$ cat src/rtl/xrv_mext_issue.sv
// xrv_mext_issue: issue/writeback sequencer for the RV32M multiply group.
// Latches operands on accept, sends a one-cycle issue pulse to xrv_mult,
// holds the operands stable, stalls execute until the result returns and
// then presents a single writeback beat. Flush during a multiply is
// absorbed by draining the outstanding result.
//
// Optional feature: define XRV_MEXT_TIMEOUT_EN to enable a watchdog that
// aborts a multiply after TIMEOUT_CYCLES cycles without a result.

module xrv_mext_issue #(
    parameter int unsigned TIMEOUT_CYCLES = 32
) (
    input  logic        clk,
    input  logic        rstb,
    input  logic        ex_valid,
    input  logic        ex_is_mul,
    input  logic [2:0]  ex_funct3,
    input  logic [31:0] ex_rs1,
    input  logic [31:0] ex_rs2,
    input  logic [4:0]  ex_rd,
    input  logic        flush,
    output logic        ex_stall,
    output logic [31:0] mult_a,
    output logic [31:0] mult_b,
    output logic [2:0]  mult_type,
    output logic        mult_valid,
    input  logic [31:0] mult_result,
    input  logic        mult_result_valid,
    output logic        wb_valid,
    output logic [4:0]  wb_rd,
    output logic [31:0] wb_data,
    output logic        err_timeout
);

    typedef enum logic [2:0] {
        S_IDLE  = 3'd0,
        S_ISSUE = 3'd1,
        S_WAIT  = 3'd2,
        S_DONE  = 3'd3,
        S_DRAIN = 3'd4
    } state_e;

    state_e      state_q, state_d;
    logic [31:0] mult_a_q, mult_b_q, wb_data_q;
    logic [1:0]  mult_op_q;
    logic [4:0]  rd_q;

    logic accept;
    logic result_take;
    logic timeout_hit;
    logic unused_funct3_b2;

    // Only funct3[1:0] selects the operation; bit 2 is zero for this group.
    assign unused_funct3_b2 = ex_funct3[2];

    assign accept      = (state_q == S_IDLE) & ex_valid & ex_is_mul &
                         (ex_rd != 5'd0) & ~flush;
    assign result_take = (state_q == S_WAIT) & mult_result_valid & ~flush;

`ifdef XRV_MEXT_TIMEOUT_EN
    logic [7:0] tmo_cnt_q, tmo_cnt_d;
    logic       waiting;

    assign waiting = (state_q == S_WAIT) | (state_q == S_DRAIN);

    // Watchdog count: cleared in ISSUE, advances while a result is owed
    always_comb begin
        tmo_cnt_d = tmo_cnt_q;
        if (state_q == S_ISSUE) begin
            tmo_cnt_d = 8'd0;
        end else if (waiting) begin
            tmo_cnt_d = tmo_cnt_q + 8'd1;
        end
    end

    // Watchdog count register
    always_ff @(posedge clk or negedge rstb) begin
        if (!rstb) begin
            tmo_cnt_q <= 8'd0;
        end else begin
            tmo_cnt_q <= tmo_cnt_d;
        end
    end

    assign timeout_hit = waiting & ~mult_result_valid &
                         (tmo_cnt_d == 8'(TIMEOUT_CYCLES));
`else
    localparam int unsigned unused_timeout_cycles = TIMEOUT_CYCLES;
    assign timeout_hit = 1'b0;
`endif

    // State register
    always_ff @(posedge clk or negedge rstb) begin
        if (!rstb) begin
            state_q <= S_IDLE;
        end else begin
            // NOTE: sequential state uses non-blocking assignment so every
            // flop samples pre-edge values regardless of process order.
            state_q <= state_d;
        end
    end

    // Operand / destination / result registers
    always_ff @(posedge clk or negedge rstb) begin
        if (!rstb) begin
            // NOTE: these are plain datapath flops feeding outputs, so they
            // are reset to 0; a real RAM array would be left unreset.
            mult_a_q  <= 32'd0;
            mult_b_q  <= 32'd0;
            mult_op_q <= 2'd0;
            rd_q      <= 5'd0;
            wb_data_q <= 32'd0;
        end else begin
            if (accept) begin
                mult_a_q  <= ex_rs1;
                mult_b_q  <= ex_rs2;
                mult_op_q <= ex_funct3[1:0];
                rd_q      <= ex_rd;
            end
            if (result_take) begin
                wb_data_q <= mult_result;
            end
        end
    end

    // Next-state logic
    always_comb begin
        // NOTE: default first so every path assigns state_d and no latch
        // is inferred.
        state_d = state_q;
        unique case (state_q)
            S_IDLE: begin
                if (accept) state_d = S_ISSUE;
            end
            S_ISSUE: begin
                state_d = flush ? S_IDLE : S_WAIT;
            end
            S_WAIT: begin
                if (timeout_hit) begin
                    state_d = S_IDLE;
                end else if (mult_result_valid) begin
                    // A result coinciding with flush is simply dropped.
                    state_d = flush ? S_IDLE : S_DONE;
                end else if (flush) begin
                    state_d = S_DRAIN;
                end
            end
            S_DONE: begin
                state_d = S_IDLE;
            end
            S_DRAIN: begin
                if (mult_result_valid || timeout_hit) state_d = S_IDLE;
            end
            default: state_d = S_IDLE;
        endcase
    end

    // Output decode: issue pulse, writeback beat and execute stall
    always_comb begin
        mult_valid = 1'b0;
        wb_valid   = 1'b0;
        ex_stall   = 1'b0;
        unique case (state_q)
            S_IDLE: begin
                ex_stall = accept;
            end
            S_ISSUE: begin
                mult_valid = ~flush;
                ex_stall   = ex_valid & ex_is_mul;
            end
            S_WAIT, S_DRAIN: begin
                ex_stall = ex_valid & ex_is_mul & ~timeout_hit;
            end
            S_DONE: begin
                wb_valid = ~flush;
            end
            default: ;
        endcase
    end

    assign err_timeout = timeout_hit;
    assign mult_a      = mult_a_q;
    assign mult_b      = mult_b_q;
    assign mult_type   = {1'b0, mult_op_q};
    assign wb_rd       = rd_q;
    assign wb_data     = wb_data_q;

endmodule
$ cat config.mk
export PLATFORM = sky130hd
export DESIGN_NAME = xrv_mext_issue
export DESIGN_NICKNAME = d
export VERILOG_FILES = /design/src/rtl/xrv_mext_issue.sv
export SDC_FILE = /design/constraint.sdc
export NUM_CORES = 1
export LEC_CHECK = 0
export CAP_MARGIN = 10
export CELL_PAD_IN_SITES_DETAIL_PLACEMENT = 1
export CELL_PAD_IN_SITES_GLOBAL_PLACEMENT = 1
export CORE_ASPECT_RATIO = 0.5
export CORE_MARGIN = 5
export CORE_UTILIZATION = 29
export CTS_BUF_LIST = sky130_fd_sc_hd__clkbuf_8
export DETAILED_ROUTE_END_ITERATION = 6
export PLACE_DENSITY = 0.77
export SETUP_SLACK_MARGIN = 0.4
export SLEW_MARGIN = 20
export SYNTH_ARGS = -nofsm -noshare
export SYNTH_HDL_FRONTEND = slang
export SYNTH_SLANG_ARGS = --single-unit
$ cat constraint.sdc
create_clock -name clk -period 1.6 [get_ports clk]
set_input_delay 0.16 -clock clk [delete_from_list [all_inputs] [get_ports clk]]
set_output_delay 0.16 -clock clk [all_outputs]
set_load 0.05 [all_outputs]
# Word level (Yosys, flattened, before mapping)
# Cells that the tools add are included.
[classes] addsub=0 multipliers=0 div=0 magnitude_cmp=0 n_eq_ne=7 shifts=0 n_mux=10 bitwise_logic=8 n_reduce_logical=4
[ops] operator="3-bit two-way mux" count=4
[ops] operator="3-bit case mux with 4 select lines" count=1
[ops] operator="1-bit AND" count=7
[ops] operator="3-bit by 2-bit == test with 1-bit output (second input constant)" count=2
[ops] operator="5-bit nonzero test" count=1
[ops] operator="2-bit two-way mux" count=2
[ops] operator="2-bit inequality test (second input constant)" count=2
[ops] operator="3-bit by 1-bit == test with 1-bit output (second input constant)" count=1
[ops] operator="3-bit == test (second input constant)" count=1
[ops] operator="3-bit logical NOT" count=1
[ops] operator="3-bit inequality test (second input constant)" count=1
[ops] operator="3-bit AND reduction" count=1
[ops] operator="3-bit OR reduction" count=1
[ops] operator="1-bit two-way mux" count=2
[ops] operator="1-bit case mux with 2 select lines" count=1
[ops] operator="1-bit NOT" count=1
[word_totals] regBits=106 latch_bits=0 ram_bits=0 rom_bits=0 input_bits=110 out_inout_bits=108 word_cells=35 memories=0

# Longest topological paths before layout
# Gate-level depths: netlist of run 1.
[depth] ltp_word=7 ltp_mapped=6 ltp_nobuf=4

# Worst setup path after synthesis of run 1
# Ideal clock, no wire load.
[synth_timing] path_kind="register to register" from="reg state_q[1]" to="reg mult_a_q[0], in the netlist mult_a[0]" setup_time_ns=0.125 arrival_ns=1.657 required_time_ns=1.475 setup_slack_ns=-0.182 path_stages_with_launch=7 path_buffers=3 period_less_slack_ns=1.782 cell_sequence="dfrtp_1 -> buf_2 -> nor4b_4 -> nor2b_4 -> buf_12 -> buf_12 -> mux2_4"
[synth_via] elab_chain_cells=5
[synth_lines] item="start, declared" line="43" source="state_e state_q, state_d;"
[synth_lines] item="start signal, assigned" line="99" source="state_q <= state_d;"
[synth_lines] item="3-bit logical NOT" line="56" source="assign accept = (state_q == S_IDLE) & ex_valid & ex_is_mul &"
[synth_lines] item="1-bit AND (3 in series)" line="56"
[synth_lines] item="1-bit AND" line="57" source="(ex_rd != 5'd0) & ~flush;"
[synth_lines] item="end signal, assigned" line="115" source="mult_a_q <= ex_rs1;"
[synth_lines] item="end, declared" line="44" source="logic [31:0] mult_a_q, mult_b_q, wb_data_q;"
# Every way passes these cells.
# A chain may end at the register's enable or synchronous reset.

# Final worst setup path of run 1
[layout_timing] from="reg state_q[2]" to="reg mult_b_q[12], in the netlist mult_b[12]"
[layout_via] elab_chain_cells=5
[layout_lines] item="3-bit logical NOT" line="56"
[layout_lines] item="1-bit AND (3 in series)" line="56"
[layout_lines] item="1-bit AND" line="57"
[layout_lines] item="end signal, assigned" line="116" source="mult_b_q <= ex_rs2;"
[layout_lines] item="end, declared" line="44"
# Every way passes these cells.

==> results.yml, run 1 <==
finish:
  multiInputGateArea_um2: 1660
  layout.nets: 610
  fill_cells: 1459
  syn2layout_area_growth_pct: 68.6
  drive_gt1_frac: 0.552
  seqCellArea_um2: 2660
  stdcell_count: 704
  final_core_util: 0.500
clocking:
  clockBufferDepth: 2
  root_buffer: "clkbuf_8"
  clk_pin_slew_ns: 0.11
  cts_htree_levels: 3
  cts_tree: "yes"
  cts_made_buffers: 9
  insertion_delay_ns: 0.37
  cts_sinks: 106
yosys:
  synth-edff-count: 0
  synth_async_sr_flop_share: 1.00
  synth_area_um2: 4310
  yosysWarningCount: 0
  synth_area_leaders: "dfrtp_1 62%, mux2_2 14%, mux2_4 14%"
  ys_seq_area_frac: 0.616
  ys_ff_latch: 106
  ys_types: 23
  synth_cells: 248
  synth_top_area_frac: 0.616
  ys.flop_type: "dfrtp_1"
  synth_top_cell_by_area: "dfrtp_1"
  avgSynthCellArea_um2: 17.4
setup_path:
  path_max_fanout: 8
  worstSetupPathType: "reg -> reg"
  required_ns: 1.87
  cp-end-kind: "flop"
  cp.arrival_ns: 2.14
  cp-start-kind: "flop"
pwr:
  totalPowerFinal_mw: 12.7
  leakagePower_nw: 3.39
  power_density_nw_per_um2: 1750
  peakVddDrop_mv: 0.557
sta:
  rsz0062_at_grt: "yes"
  setup_ws_ns: -0.274
  setup-tns-final_ns: -19.95
  finClkSkew_ns: 0.0164
  clock.fmax_ghz: 0.534
  finalCritPeriodShare: 1.17
  hold_violations: 0
  fin_crit_ns: 1.87
  slew_violations: 0
  final-setup-viol-count: 101
floorplan:
  ioPinCount: 218
  coreArea_um2: 14500
  die_y_um: 96.2
  die_w_um: 182
  die_area_um2: 17500
  start_util: 0.297
  num_rows: 31
global_route:
  grt_antenna_before_repair: 1
  track_usage: 0.160
  grt_max_degree: 33
  overflow: 0
  grt_pass1_vias: 3577
  grt_pass1_wl_um: 21500
placed_design:
  gp_congestion: 0.733
  hpwl_um: 10100
  dp_cells: 666
  port_buffers: 214
  place_ws_ns: -0.476
hold_path:
  hold_class: "in -> reg"
routing:
  drcViolationCount: 0
  wl_um: 15500
  drt_iter0_drc: 109
  dr.pass1.iters: 4
  route.vias.total: 3100
  detail_route.wl_per_cell_um: 22.0
  drtAntennaViolNets: 0
  vias_per_cell: 4.40
outcome:
  violations: "negative setup slack"
  status: "finished, violations left"
job:
  maxCapViolations: 0
## per-stage QoR
step	hold WS [ns]	instance area, um2
floorplan	-0.136	4330
global placement	0.161	6510
detailed placement	0.160	6510
CTS	0.165	7040
global route	0.182	7260
finish	0.191	7260
## Yosys cell counts, types with 2 or more instances
cell / number
and3_1: 2
buf_12: 5
buf_6: 4
mux2_4: 40
nand2_1: 5
nor3_1: 3
mux2_2: 54
mux2_1: 7
a22o_1: 3
buf_2: 2
o21ai_0: 2
dfrtp_1: 106
buf_4: 4
nor2_1: 2
## cell type report
cell class              instances  area share
well taps                     198      0.0341
repair buffers                255       0.344
clock buffers                   9      0.0171
diodes                          1    0.000345
flip-flops and latches        106       0.366
multi-input cells             128       0.228
clock inverters                 7     0.00983
## routing by layer
metal,vias to the layer above,global-route usage,part of all wire
li1,1366,-,-
met1,1632,0.172,0.37
met2,72,0.322,0.57
met3,30,0.0313,0.027
met4,0,0.0493,0.031
met5,-,0,0
## worst max-delay path, cell delays in order (launching register included)
cell and delay [ns]:
dfrtp_1 0.43, nor2_4 0.12, nor4b_4 0.26, nor2b_4 0.25, buf_4 0.15, buf_12 0.12
buf_16 0.14, mux2_4 0.30
## logic make-up (layout without fill, tap and decap cells)
logic type | Yosys count | count (layout) | synth area share
compound gates | 7 | 7 | 0.0108
xor+xnor | 1 | 1 | 0.00203
buf+inv | 15 | 271 | 0.0430
flops | 106 | 106 | 0.616
mux | 101 | 101 | 0.299
other cells | 1 | 3 | 0.000871
simple gates | 17 | 17 | 0.0282
## repair_timing
action | 4_1_cts | 5_1_grt
pin swaps | 4 | 2
endpoints found under the setup margin | 107 | 110
resized for setup | 44 | 27
hold buffers | 1 | 0
gates cloned | 4 | 3
hold endpoints to repair | 29 | 0
buffers inserted | 9 | 4
## state kept, by name (all words and copies together) (netlist names)
name / count
mult_a: 32
mult_b: 32
mult_op_q: 2
state_q: 3
wb_data: 32
wb_rd: 5
## layout by cell type (no fill, tap or decap), types with 3 or more instances in the layout
cell type / n
a22o_1: 3
buf_12: 9
buf_16: 6
buf_4: 122
buf_6: 5
clkbuf_16: 3
clkbuf_8: 9
clkdlybuf4s50_1: 103
dfrtp_1: 104
dlygate4sd2_1: 4
mux2_2: 26
mux2_4: 73
nand2_1: 3
nor2_4: 3
## report_power, final
| group | leakage (nW) | total [mW] | switching, mW | internal [mW] |
|---|---|---|---|---|
| Combinational | 2.00 | 6.83 | 4.31 | 2.52 |
| Sequential | 1.28 | 4.16 | 0.582 | 3.58 |
| Clock | 0.0966 | 1.70 | 0.981 | 0.722 |
## path summary, 6_finish.rpt
| path | start | end | slack [ns] | cells past startpoint |
|---|---|---|---|---|
| setup / recovery | state_q[2] | mult_b[12] | -0.27 | 7 |
| hold / removal | ex_rd[0] | wb_rd[0] | 0.19 | 2 |
| setup reg to reg | state_q[2] | mult_b[12] | -0.27 | 7 |
| hold reg to reg | wb_data[21] | wb_data[21] | 0.51 | 1 |
| max in group asynchronous | rstb | mult_b[31] | 0.75 | 3 |
| min in group asynchronous | rstb | mult_b[4] | 0.29 | 2 |
Note: power is estimated with default switching activity, not from simulation.
==> inputs of run 2 (changes only) <==
--- a/config.mk
+++ b/config.mk
@@ -10,10 +10,12 @@
 export CELL_PAD_IN_SITES_GLOBAL_PLACEMENT = 1
 export CORE_ASPECT_RATIO = 0.5
 export CORE_MARGIN = 5
-export CORE_UTILIZATION = 29
+export CORE_UTILIZATION = 45
 export CTS_BUF_LIST = sky130_fd_sc_hd__clkbuf_8
 export DETAILED_ROUTE_END_ITERATION = 6
-export PLACE_DENSITY = 0.77
+export DONT_BUFFER_PORTS = 1
+export PLACE_DENSITY_LB_ADDON = 0.1
+export REMOVE_ABC_BUFFERS = 1
 export SETUP_SLACK_MARGIN = 0.4
 export SLEW_MARGIN = 20
 export SYNTH_ARGS = -nofsm -noshare
==> run 2 against run 1 <==
  * The run now fails in clock tree synthesis
  * Synthesized area stayed put
  * Synthesized cell count stayed put
==> results.yml, run 2 <==
outcome:
  status: "aborted with a tool error"
  stop_stage: "clock tree synthesis"
  error: "[ERROR RSZ-0060] Max buffer count reached."
yosys:
  synth_top_family_by_area: "multiplexers"
  avgSynthCellArea_um2: 17.4
  ys.flop_type: "dfrtp_1"
  synth_async_sr_flop_share: 1.00
  ys_ff_latch: 106
  synthMuxAreaShare: 0.299
  synth-compound-area-share: 0.0108
  synth_top_area_frac: 0.616
  ys_seq_area_frac: 0.616
  synth-edff-count: 0
  synth_area_um2: 4310
  ys_types: 23
  synth_cells: 248
  synth_area_leaders: "dfrtp_1 62%, mux2_2 14%, mux2_4 14%"
  synth.most_common_cell: "dfrtp_1"
  yosysWarningCount: 0
  synth_xor_xnor_area_share: 0.00203
  synth_top_cell_by_area: "dfrtp_1"
  synthAdderAreaFrac: 0
  synthSimpleGateAreaFrac: 0.0282
  synth_commonest_cells: "106 x dfrtp_1, 54 x mux2_2, 40 x mux2_4, 7 x mux2_1"
placed_design:
  gp_congestion: 0.752
  hpwl_um: 6980
  port_buffers: 0
  detailed_place.area_um2: 4520
floorplan:
  start_util: 0.459
  die_w_um: 148
  num_rows: 25
  ioPinCount: 218
  die_y_um: 79.2
clocking:
  cts_made_buffers: 9
  hold_buffers: 101
  cts_sinks: 106
  cts_htree_levels: 3
  cts_resized: 75
  clockBufferDepth: 2
  root_buffer: "clkbuf_8"
  postCtsSetupBuffers: 9
## run 2: cell counts after synthesis
No cell type changed its count.
## run 2: per-stage QoR
stage | utilization | std cells | worst slack (ns) | TNS (ns) | hold slack, ns
3_5_place_dp | 0.481 | 382 | -0.288 | -16.95 | -0.133
2_1_floorplan | - | 234 | -1.23 | -91.43 | -0.136
3_3_place_gp | 0.481 | 382 | -0.156 | -8.27 | -0.132
## run 2: cells by family after synthesis
logic type	count (synthesis)
flops	106
other cells	1
simple gates	17
xor+xnor	1
mux	101
buf+inv	15
compound gates	7
==> inputs of run 3 (changes only) <==
==> config.mk (replaced) <==
export PLATFORM = sky130hd
export DESIGN_NAME = xrv_mext_issue
export DESIGN_NICKNAME = d
export VERILOG_FILES = /design/src/rtl/xrv_mext_issue.sv
export SDC_FILE = /design/constraint.sdc
export NUM_CORES = 1
export LEC_CHECK = 0
export CAP_MARGIN = 10
export CORE_MARGIN = 5
export CORE_UTILIZATION = 30
export DETAILED_ROUTE_END_ITERATION = 6
export DONT_BUFFER_PORTS = 1
export PLACE_DENSITY_LB_ADDON = 0.15
export REMOVE_ABC_BUFFERS = 1
export SLEW_MARGIN = 20
export SYNTH_ARGS = -nofsm -noshare
export SYNTH_HDL_FRONTEND = slang
export SYNTH_SLANG_ARGS = --single-unit
==> constraint.sdc (replaced) <==
create_clock -name clk -period 2.1 [get_ports clk]
set_input_delay 0.21 -clock clk [delete_from_list [all_inputs] [get_ports clk]]
set_output_delay 0.21 -clock clk [all_outputs]
set_load 0.05 [all_outputs]
==> run 3 against run 2 <==
  * The flow now finishes, with violations (negative hold slack)
==> results.yml, run 3 (synthesis results as in run 1) <==
outcome:
  status: "finished, violations left"
  violations: "negative hold slack"
floorplan:
  die_area_um2: 16800
  start_util: 0.308
  num_rows: 43
  die_w_um: 130
  ioPinCount: 218
  die_y_um: 130
  coreArea_um2: 14000
setup_path:
  reg2reg_from: "state_q[1]"
  rrSetupSlack_ns: 0.22
  worstSetupPathType: "reg -> reg"
  required_ns: 2.32
  cp-start-kind: "flop"
  r2r-end: "mult_a[27]"
  cp.arrival_ns: 2.10
  cp-end-kind: "flop"
  path_max_fanout: 39
  r2r_cells: 4
pwr:
  power_density_nw_per_um2: 1540
  peakVddDrop_mv: 0.616
  leakagePower_nw: 2.47
finish:
  n_antenna_cell: 0
  final_area_um2: 5610
  final_common_cell: "dfrtp_1"
  layout.nets: 445
  layout_common_cells: "106 x dfrtp_1, 84 x dlygate4sd3_1, 54 x mux2_2"
  drive_gt1_frac: 0.353
  syn2layout_area_growth_pct: 30.3
sta:
  fin_hold_ws_ns: -0.445
  setup_ws_ns: 0.222
  hold_violations: 106
  slew_violations: 0
  slew_headroom: 0.657
  fin_crit_ns: 1.88
  clock.fmax_ghz: 0.532
  final-setup-viol-count: 0
  setup-tns-final_ns: 0
  finalCritPeriodShare: 0.895
  tightest_slew_ns: 0.514
  rsz0062_at_grt: "no"
  finClkSkew_ns: 0.00812
placed_design:
  place_ws_ns: 0.216
  hpwl_um: 6450
  gp_congestion: 0.675
  detailed_place.area_um2: 4420
  port_buffers: 0
routing:
  vias_per_cell: 4.44
  wl_um: 9410
  route.vias.total: 2308
  drtAntennaViolNets: 0
  drt_iter0_drc: 53
  dr.pass1.iters: 3
  drcViolationCount: 0
  detail_route.wl_per_cell_um: 18.1
clocking:
  insertion_delay_ns: 0.34
  cts_htree_levels: 3
  cts_tree: "yes"
  postCtsSetupBuffers: 0
  clk_pin_slew_ns: 0.07
  root_buffer: "clkbuf_16"
  clockBufferDepth: 2
  cts_made_buffers: 9
  cts_sinks: 106
job:
  maxCapViolations: 0
global_route:
  grt_pass1_vias: 2597
  track_usage: 0.108
  grt_antenna_before_repair: 0
  overflow: 0
  grt_pass1_wl_um: 13900
  grt_max_degree: 107
hold_path:
  hold_class: "in -> async"
run 3: layout make-up:
type,instances,area [um2]
multi-input cells,128,1470
flip-flops and latches,106,2650
well taps,180,225
clock buffers,10,239
repair buffers,90,911
fillers,1327,8380
clock inverters,6,113
run 3: power by group:
group          internal [mW]  switching, mW
Clock                   1.20          0.737
Sequential              2.68           3.01
Combinational          0.747          0.256
run 3: what timing repair did:
item                      in CTS  in global routing
hold buffers                  82                  2
resized for setup              0                  0
hold endpoints to repair     188                108
run 3: worst max-delay path by stage:
stage	from	end	slack, ns
after global routing	state_q[1]	mult_a[31]	0.1
after floorplan	state_q[2]	mult_a[10]	-0.73
after detailed placement	state_q[1]	mult_a[27]	0.22
after global placement	state_q[1]	mult_a[17]	0.22
after CTS	state_q[1]	mult_a[27]	0.20
final	state_q[1]	mult_a[27]	0.22
run 3: metrics by stage:
step	util	total power, mW	hold slack (ns)	cells
6_report	0.401	8.64	-0.445	520
3_5_place_dp	0.316	6.64	-0.0831	420
3_3_place_gp	0.316	6.62	-0.0828	420
2_1_floorplan	-	6.33	-0.0856	234
5_1_grt	0.401	8.96	-0.472	520
4_1_cts	0.400	8.74	-0.466	518
run 3: worst max-delay path, cell delays in order (launching register included):
cell     delay [ns]
dfrtp_1        0.49
nor4b_4        0.32
nor2b_4        0.25
buf_12         0.28
mux2_2         0.38
run 3: layer usage:
layer / GRT usage / vias up / wire [um]
li1: - / 1038 / -
met1: 0.127 / 1139 / 3520
met2: 0.170 / 116 / 4660
met3: 0.0430 / 15 / 1020
met4: 0.0587 / 0 / 217
met5: 0 / - / 0
